**config.mk**
```make
export PLATFORM = sky130hd
export DESIGN_NAME = rs_corrector_flat
export DESIGN_NICKNAME = d
export VERILOG_FILES = /design/src/rtl/rs_corrector_if.sv /design/src/rtl/rs_corrector.sv /design/src/flat_wrapper.sv
export SDC_FILE = /design/constraint.sdc
export NUM_CORES = 2
export LEC_CHECK = 0
export CORE_ASPECT_RATIO = 2
export CORE_MARGIN = 2
export CORE_UTILIZATION = 50
export CTS_BUF_LIST = sky130_fd_sc_hd__clkbuf_2
export DETAILED_ROUTE_END_ITERATION = 10
export HOLD_SLACK_MARGIN = 0.1
export PLACE_DENSITY = 0.63
export SETUP_SLACK_MARGIN = 0.5
export SYNTH_ARGS = -nofsm -noshare
export SYNTH_HDL_FRONTEND = slang
export SYNTH_MEMORY_MAX_BITS = 65536
export SYNTH_SLANG_ARGS = --single-unit
```
**constraint.sdc**
```tcl
create_clock -name clk -period 5 [get_ports clk]
set_input_delay 1.5 -clock clk [delete_from_list [all_inputs] [get_ports clk]]
set_output_delay 1.5 -clock clk [all_outputs]
set_load 0.03 [all_outputs]
```
**src/rtl/rs_corrector_if.sv**
```systemverilog
// Byte stream and decoder result bundle between the RS(255,251) decoder and the corrector.
// master drives the codeword bytes and decoder results; slave is the corrector.
interface rs_corrector_if;
   logic       din_val;
   logic       din_sop;
   logic       din_eop;
   logic [7:0] din;
   logic [7:0] el1;
   logic [7:0] el2;
   logic [7:0] ev1;
   logic [7:0] ev2;
   logic [1:0] error_num;
   logic       dec_done;
   logic       dec_fail;
   logic       dout_val;
   logic       dout_sop;
   logic       dout_eop;
   logic [7:0] dout;
   logic       dout_fail;
   logic [1:0] dout_corr;
   logic       ovf;
   logic       busy;

   modport master (
      output din_val, din_sop, din_eop, din, el1, el2, ev1, ev2, error_num, dec_done, dec_fail,
      input  dout_val, dout_sop, dout_eop, dout, dout_fail, dout_corr, ovf, busy
   );

   modport slave (
      input  din_val, din_sop, din_eop, din, el1, el2, ev1, ev2, error_num, dec_done, dec_fail,
      output dout_val, dout_sop, dout_eop, dout, dout_fail, dout_corr, ovf, busy
   );
endinterface

```
**src/rtl/rs_corrector.sv**
```systemverilog
// Buffers RS(255,251) codewords in a two-bank ping-pong RAM, pairs each with its decoder
// result and streams the codeword out with the reported error values XORed in.
module rs_corrector #(
   parameter int N            = 255,
   parameter int K            = 251,
   parameter bit STRIP_PARITY = 1'b0
) (
   input logic           clk,
   input logic           rst,
   rs_corrector_if.slave bus
);
   typedef enum logic [1:0] {IDLE, LOAD, STREAM} rd_state_e;

   typedef struct packed {
      logic [7:0] el1;
      logic [7:0] el2;
      logic [7:0] ev1;
      logic [7:0] ev2;
      logic [1:0] num;
      logic       fail;
   } result_t;

   localparam logic [7:0] WR_LAST = 8'(N - 1);
   localparam logic [7:0] RD_LAST = STRIP_PARITY ? 8'(K - 1) : 8'(N - 1);

   // Bank b occupies addresses {b, index}.
   logic [7:0] mem [0:511];
   logic [7:0] rdata_q;

   logic       wr_active_q, wr_active_d;
   logic       wr_bank_q, wr_bank_d;
   logic [7:0] wr_idx_q, wr_idx_d;
   logic       next_bank_q, next_bank_d;
   logic [1:0] full_q, full_d;
   logic [1:0] bad_q, bad_d;
   logic       wr_hit;
   logic       wr_sel;
   logic [7:0] wr_at;
   logic       wr_drop;
   logic       ovf_q;

   result_t    fifo_q [2];
   logic [1:0] fifo_cnt_q;
   logic       fifo_wp_q;
   logic       fifo_rp_q;
   logic       fifo_push;

   rd_state_e  state_q, state_d;
   logic [7:0] rd_idx_q, rd_idx_d;
   logic       rd_bank_q, rd_bank_d;
   result_t    res_q, res_d;
   logic       rd_bad_q, rd_bad_d;
   logic       pop;
   logic       rd_en;
   logic       free_rd;

   logic       s1_val_q, s1_sop_q, s1_eop_q;
   logic [7:0] s1_idx_q;
   logic       corr_en;
   logic [7:0] corr;

   logic       dout_val_q, dout_sop_q, dout_eop_q, dout_fail_q;
   logic [7:0] dout_q;
   logic [1:0] dout_corr_q;

   // Write side: a new sop takes the next bank in strict alternation; sop mid-frame restarts.
   always_comb begin
      wr_active_d = wr_active_q;
      wr_bank_d   = wr_bank_q;
      wr_idx_d    = wr_idx_q;
      next_bank_d = next_bank_q;
      full_d      = full_q;
      bad_d       = bad_q;
      wr_hit      = 1'b0;
      wr_sel      = wr_bank_q;
      wr_at       = wr_idx_q + 8'd1;
      wr_drop     = 1'b0;
      if (free_rd) begin
         full_d[rd_bank_q] = 1'b0;
      end
      if (bus.din_val) begin
         if (bus.din_sop && !wr_active_q) begin
            if (!full_q[next_bank_q]) begin
               wr_hit      = 1'b1;
               wr_sel      = next_bank_q;
               wr_at       = 8'd0;
               next_bank_d = ~next_bank_q;
            end else begin
               wr_drop = 1'b1;
            end
         end else if (bus.din_sop) begin
            wr_hit = 1'b1;
            wr_at  = 8'd0;
         end else if (wr_active_q) begin
            wr_hit = 1'b1;
         end
      end
      if (wr_hit) begin
         wr_bank_d   = wr_sel;
         wr_idx_d    = wr_at;
         wr_active_d = 1'b1;
         if (bus.din_eop || wr_at == WR_LAST) begin
            wr_active_d   = 1'b0;
            full_d[wr_sel] = 1'b1;
            bad_d[wr_sel]  = (wr_at != WR_LAST);
         end
      end
   end

   always_ff @(posedge clk) begin
      if (wr_hit) begin
         mem[{wr_sel, wr_at}] <= bus.din;
      end
      if (rd_en) begin
         rdata_q <= mem[{rd_bank_q, rd_idx_q}];
      end
   end

   assign fifo_push = bus.dec_done && (fifo_cnt_q != 2'd2);

   always_ff @(posedge clk) begin
      if (fifo_push) begin
         fifo_q[fifo_wp_q] <= {bus.el1, bus.el2, bus.ev1, bus.ev2, bus.error_num, bus.dec_fail};
      end
   end

   always_comb begin
      state_d   = state_q;
      rd_idx_d  = rd_idx_q;
      rd_bank_d = rd_bank_q;
      res_d     = res_q;
      rd_bad_d  = rd_bad_q;
      pop       = 1'b0;
      rd_en     = 1'b0;
      free_rd   = 1'b0;
      case (state_q)
         IDLE: begin
            if (full_q[rd_bank_q] && fifo_cnt_q != 2'd0) begin
               pop      = 1'b1;
               res_d    = fifo_q[fifo_rp_q];
               rd_bad_d = bad_q[rd_bank_q];
               rd_idx_d = 8'd0;
               state_d  = LOAD;
            end
         end
         LOAD: begin
            rd_en    = 1'b1;
            rd_idx_d = rd_idx_q + 8'd1;
            state_d  = STREAM;
         end
         STREAM: begin
            rd_en    = 1'b1;
            rd_idx_d = rd_idx_q + 8'd1;
            if (rd_idx_q == RD_LAST) begin
               free_rd   = 1'b1;
               rd_bank_d = ~rd_bank_q;
               state_d   = IDLE;
            end
         end
         default: state_d = IDLE;
      endcase
   end

   // res_q only changes on leaving IDLE, after the previous frame's last byte has been read.
   always_comb begin
      corr_en = !res_q.fail && !rd_bad_q;
      corr    = 8'h00;
      if (corr_en && res_q.num >= 2'd1 && s1_idx_q == res_q.el1) begin
         corr = corr ^ res_q.ev1;
      end
      if (corr_en && res_q.num == 2'd2 && s1_idx_q == res_q.el2) begin
         corr = corr ^ res_q.ev2;
      end
   end

   always_ff @(posedge clk) begin
      if (rst) begin
         wr_active_q <= 1'b0;
         wr_bank_q   <= 1'b0;
         wr_idx_q    <= 8'd0;
         next_bank_q <= 1'b0;
         full_q      <= 2'b00;
         bad_q       <= 2'b00;
         ovf_q       <= 1'b0;
         fifo_cnt_q  <= 2'd0;
         fifo_wp_q   <= 1'b0;
         fifo_rp_q   <= 1'b0;
         state_q     <= IDLE;
         rd_idx_q    <= 8'd0;
         rd_bank_q   <= 1'b0;
         res_q       <= '0;
         rd_bad_q    <= 1'b0;
         s1_val_q    <= 1'b0;
         s1_sop_q    <= 1'b0;
         s1_eop_q    <= 1'b0;
         s1_idx_q    <= 8'd0;
         dout_val_q  <= 1'b0;
         dout_sop_q  <= 1'b0;
         dout_eop_q  <= 1'b0;
         dout_q      <= 8'h00;
         dout_fail_q <= 1'b0;
         dout_corr_q <= 2'd0;
      end else begin
         wr_active_q <= wr_active_d;
         wr_bank_q   <= wr_bank_d;
         wr_idx_q    <= wr_idx_d;
         next_bank_q <= next_bank_d;
         full_q      <= full_d;
         bad_q       <= bad_d;
         if (wr_drop || (bus.dec_done && fifo_cnt_q == 2'd2)) begin
            ovf_q <= 1'b1;
         end
         if (fifo_push) begin
            fifo_wp_q <= ~fifo_wp_q;
         end
         if (pop) begin
            fifo_rp_q <= ~fifo_rp_q;
         end
         fifo_cnt_q  <= fifo_cnt_q + {1'b0, fifo_push} - {1'b0, pop};
         state_q     <= state_d;
         rd_idx_q    <= rd_idx_d;
         rd_bank_q   <= rd_bank_d;
         res_q       <= res_d;
         rd_bad_q    <= rd_bad_d;
         s1_val_q    <= rd_en;
         s1_sop_q    <= rd_en && (rd_idx_q == 8'd0);
         s1_eop_q    <= rd_en && (rd_idx_q == RD_LAST);
         s1_idx_q    <= rd_idx_q;
         dout_val_q  <= s1_val_q;
         dout_sop_q  <= s1_val_q && s1_sop_q;
         dout_eop_q  <= s1_val_q && s1_eop_q;
         dout_q      <= s1_val_q ? (rdata_q ^ corr) : 8'h00;
         dout_fail_q <= s1_val_q && s1_eop_q && (res_q.fail || rd_bad_q);
         dout_corr_q <= (s1_val_q && s1_eop_q && corr_en) ? res_q.num : 2'd0;
      end
   end

   assign bus.dout_val  = dout_val_q;
   assign bus.dout_sop  = dout_sop_q;
   assign bus.dout_eop  = dout_eop_q;
   assign bus.dout      = dout_q;
   assign bus.dout_fail = dout_fail_q;
   assign bus.dout_corr = dout_corr_q;
   assign bus.ovf       = ovf_q;
   assign bus.busy      = full_q[0] || full_q[1] || wr_active_q;
endmodule

```
**src/flat_wrapper.sv**
```systemverilog
// flat-port wrapper written by rule: the top's interface ports become plain ports
module rs_corrector_flat 
#(
   parameter int N            = 255,
   parameter int K            = 251,
   parameter bit STRIP_PARITY = 1'b0
)
  (clk, rst, bus_din_val, bus_din_sop, bus_din_eop, bus_din, bus_el1, bus_el2, bus_ev1, bus_ev2, bus_error_num, bus_dec_done, bus_dec_fail, bus_dout_val, bus_dout_sop, bus_dout_eop, bus_dout, bus_dout_fail, bus_dout_corr, bus_ovf, bus_busy);
  rs_corrector_if bus_i ();
  input logic clk;
  input logic rst;
  input wire logic [$bits(bus_i.din_val)-1:0] bus_din_val;
  input wire logic [$bits(bus_i.din_sop)-1:0] bus_din_sop;
  input wire logic [$bits(bus_i.din_eop)-1:0] bus_din_eop;
  input wire logic [$bits(bus_i.din)-1:0] bus_din;
  input wire logic [$bits(bus_i.el1)-1:0] bus_el1;
  input wire logic [$bits(bus_i.el2)-1:0] bus_el2;
  input wire logic [$bits(bus_i.ev1)-1:0] bus_ev1;
  input wire logic [$bits(bus_i.ev2)-1:0] bus_ev2;
  input wire logic [$bits(bus_i.error_num)-1:0] bus_error_num;
  input wire logic [$bits(bus_i.dec_done)-1:0] bus_dec_done;
  input wire logic [$bits(bus_i.dec_fail)-1:0] bus_dec_fail;
  output wire logic [$bits(bus_i.dout_val)-1:0] bus_dout_val;
  output wire logic [$bits(bus_i.dout_sop)-1:0] bus_dout_sop;
  output wire logic [$bits(bus_i.dout_eop)-1:0] bus_dout_eop;
  output wire logic [$bits(bus_i.dout)-1:0] bus_dout;
  output wire logic [$bits(bus_i.dout_fail)-1:0] bus_dout_fail;
  output wire logic [$bits(bus_i.dout_corr)-1:0] bus_dout_corr;
  output wire logic [$bits(bus_i.ovf)-1:0] bus_ovf;
  output wire logic [$bits(bus_i.busy)-1:0] bus_busy;
  assign bus_i.din_val = bus_din_val;
  assign bus_i.din_sop = bus_din_sop;
  assign bus_i.din_eop = bus_din_eop;
  assign bus_i.din = bus_din;
  assign bus_i.el1 = bus_el1;
  assign bus_i.el2 = bus_el2;
  assign bus_i.ev1 = bus_ev1;
  assign bus_i.ev2 = bus_ev2;
  assign bus_i.error_num = bus_error_num;
  assign bus_i.dec_done = bus_dec_done;
  assign bus_i.dec_fail = bus_dec_fail;
  assign bus_dout_val = bus_i.dout_val;
  assign bus_dout_sop = bus_i.dout_sop;
  assign bus_dout_eop = bus_i.dout_eop;
  assign bus_dout = bus_i.dout;
  assign bus_dout_fail = bus_i.dout_fail;
  assign bus_dout_corr = bus_i.dout_corr;
  assign bus_ovf = bus_i.ovf;
  assign bus_busy = bus_i.busy;
  rs_corrector #(.N(N), .K(K), .STRIP_PARITY(STRIP_PARITY)) u_core (.clk(clk), .rst(rst), .bus(bus_i));
endmodule
```
==> impl_results.md <==
* Worst Path Arrival at 6.43 ns
* Placed Cells at 12574
* Reg2reg end: u_core.rdata_q[6]
* Post-synth EDFFs at 4174
* Post-synth ARST share at 0
* Sequential share of the synthesized area at 0.769
* Mapped Cells at 7642
* Cell with the most instances on the worst path: buf_4
* Area leader, netlist: edfxtp_1
* Worst VDD drop at 0.264 mV
* CP max FO at 21
* CTS tree: done
* Min Tclk post-route at 4.59 ns
* Drt wl/cell at 34.5 um
* Leak pwr at 59.2 nW
* Design area at 0.186 mm^2
* Dpl ws at -0.417 ns
* Area delta synth->final at 12.6%
* Post-DP HPWL at 323000 um
* Top area cells in the synthesized netlist: edfxtp_1 (76%), mux4_2 (15%), mux2i_1 (1.6%)
* Initial antenna violation count at 26
* Final Cycle Share at 0.918
* Pwr Total at 0.0608 W
* Nets at 9199
* Hold WC Path Type: flop to flop
* Syn Std Cell Area at 0.165 mm^2
* Fill count at 24773
* Share of the synthesized area in the top cell type at 0.758
* RSZ-0062 raised after global routing: yes
* Layout cell share with drive strength beyond 1 at 0.353
* Skew final at 0.152 ns
* PnR worst setup slack at 0.411 ns
* Die Footprint at 0.335 mm^2
* Largest delay share family, worst path: compound AO/OA/AOI/OAI gates
* Average size of a mapped cell at 21.6 um^2
* Required time of the critical path at 6.84 ns
* Worst r2r path cells at 10
* Worst Tran Pin Value at 1.35 ns
* Hold Path Origin: u_core.s1_sop_q
* Vias at 86797
* Port-buffer cells at 64
* Cell with the most instances after synthesis: edfxtp_1
* Total Routing Usage GR at 0.290
* Syn Nets at 7700
* Yosys warnings at 0
* Setup slack, reg-to-reg at 0.41 ns
* H-tree levels at 6
* DRT iter0 DRCs at 9692
* DR DRC count at 0
* Critical path depth at 10
* ANT nets after route at 0
* Pwr/cell area at 326 mW/mm^2
* Num Clock Sinks at 4266
* Non-Filler Instances at 14164
* Crit Reg-Reg Startpoint: u_core.rd_idx_q[2]
* Placed inst area at 0.178 mm^2
* Clock Tree Root: clkbuf_2
* Core Area at 0.329 mm^2
* RePlAce Congestion at 0.953
* Initial core utilization at 0.502
* Count of cell types in the netlist at 81
* Flops & latches, synth at 4266
* Primary FF master, synth: edfxtp_1
* TritonRoute pass-1 iters at 7
* Die Wd at 411 um
* GR Overflow Total at 0
* Number of global-route vias before repair at 91191
* Max clock buf depth at 4
* Status: finished clean
* Core Rows at 298
* Final Hold Viols at 0
* Clock slew at reported path FFs at 0.12 ns
* Hold Path Sink: u_core.bus.dout_sop
* Commonest cells in the synthesized netlist: edfxtp_1 (4174), mux4_2 (1094), nor2_1 (644)
* Cell depth of the worst hold path at 1
* Max_cap viols at 0
* Vias per cell at 6.13
* Total Wirelength at 489000 um
* Total CTS buffers at 848
* Critical path type: flop to flop
* Max transition margin at 0.0959
* Largest net degree at the start of global routing at 146
* Cells along the critical path: buf_4 > and2_4 > buf_4 > a22oi_1 > a31o_2 > a21oi_1 > o41a_1 > nor4_1 > a221oi_1 > buf_4
* Cell at the slowest stage of the critical path: dfxtp_4
* Worst setup SP type: flop
* Clk_lat worst skew at 1.98 ns
* CP max stage delay at 0.81 ns
* Final Max Slew Viols at 0
* DIE HEIGHT at 817 um
* Peak Freq at 218 MHz
* I/O pins at 65
* Critical path buffers and inverters at 3
* First-pass GRT wire length at 677000 um
* CP endpoint kind: flop
* Final setup violation count at 0
[worst reg2reg max path, cell delays in order (launching register included)]
cell and delay [ns]:
dfxtp_4 0.81, buf_4 0.45, and2_4 0.49, buf_4 0.43, a22oi_1 0.20, a31o_2 0.28
a21oi_1 0.51, o41a_1 0.52, nor4_1 0.13, a221oi_1 0.47, buf_4 0.20
[worst max path at each step]
stage,slack [ns],endpoint,startpoint
floorplan,1.08,u_core.mem[102][0],bus_din_sop
global placement,-0.41,u_core.mem[181][4],bus_din_sop
finish,0.41,u_core.rdata_q[6],u_core.rd_idx_q[2]
global route,0.46,bus_busy,u_core.wr_active_q
detailed placement,-0.42,u_core.mem[191][1],bus_din_sop
CTS,0.28,bus_busy,u_core.wr_active_q
[metal layers]
metal	global-route usage	wire length, um	part of all wire	vias up
li1	-	-	-	35498
met1	0.311	155000	0.32	45346
met2	0.507	255000	0.52	4621
met3	0.0537	36000	0.074	1320
met4	0.219	43200	0.088	12
met5	0	84	0.00017	-
[through the flow]
stage                     hold slack, ns  setup TNS (ns)  utilization
after floorplan                    0.406               0            -
after global placement             0.430         -127.95        0.540
after detailed placement           0.427          -91.93        0.540
after CTS                          0.272               0        0.565
after global routing               0.443               0        0.565
final                              0.459               0        0.565
[placed cells by master (no fill, tap or decap), types with 14 or more instances in the layout]
cell / n
edfxtp_1: 4174
clkbuf_2: 1185
mux4_2: 1094
buf_4: 889
nor2_1: 640
mux2i_1: 264
clkinv_1: 231
nand2_1: 121
buf_12: 108
a22oi_1: 93
a21oi_1: 87
dfxtp_1: 81
a211oi_1: 61
clkinv_2: 55
o22ai_1: 47
dlygate4sd3_1: 46
o21ai_0: 43
nor3_1: 41
clkdlybuf4s50_1: 39
nand3_1: 35
xnor2_1: 33
o221ai_1: 30
a221oi_1: 25
diode_2: 23
nor4_1: 20
nor2b_1: 18
a22o_1: 18
mux2_2: 17
nand2_4: 16
dlygate4sd2_1: 15
bufinv_16: 14
[registers in the layout, summed over array words and instances, names as in the netlist, 8 cells and up]
name,count
u_core.mem,4096
u_core.bus.dout,8
u_core.wr_idx_q,8
u_core.rdata_q,8
u_core.res_q,35
u_core.fifo_q,70
u_core.rd_idx_q,8
u_core.s1_idx_q,8
[report_power, final]
group	total, W	internal (W)	switching [W]	leakage [nW]
sequential	0.0394	0.0393	0.0000621	38.3
clock	0.0201	0.00714	0.0130	5.74
combinational	0.00128	0.000315	0.000965	15.2
total	0.0608	0.0468	0.0140	59.2
[kinds of logic after synthesis]
| logic type | after synthesis | share of synthesized area |
|---|---|---|
| fa+ha+maj | 9 | 0.000681 |
| buf+inv | 477 | 0.0153 |
| flops | 4266 | 0.769 |
| simple gates | 976 | 0.0249 |
| xor+xnor | 45 | 0.00238 |
| mux | 1375 | 0.166 |
| compound gates | 494 | 0.0211 |
[repair_timing]
item | in CTS | in global routing
endpoints found under the hold margin | 772 | 0
gates resized for setup | 27 | 2
hold buffers | 46 | 0
pin swaps | 1 | 1
endpoints found under the setup margin | 19 | 2
setup buffers | 11 | 10
[cell type report]
cell class                      instances  area [um^2]  area share
Antenna cell                           23         57.6    0.000309
Tap cell                             4350         5440      0.0292
Clock buffer                         1185         5930      0.0319
Inverter                               19         78.8    0.000423
Timing Repair Buffer                 1107         9950      0.0535
Multi-Input combinational cell       2899        35800       0.193
Sequential cell                      4266       127000       0.683
Clock inverter                        315         1660     0.00892
Note: power is estimated with default switching activity, not from simulation.
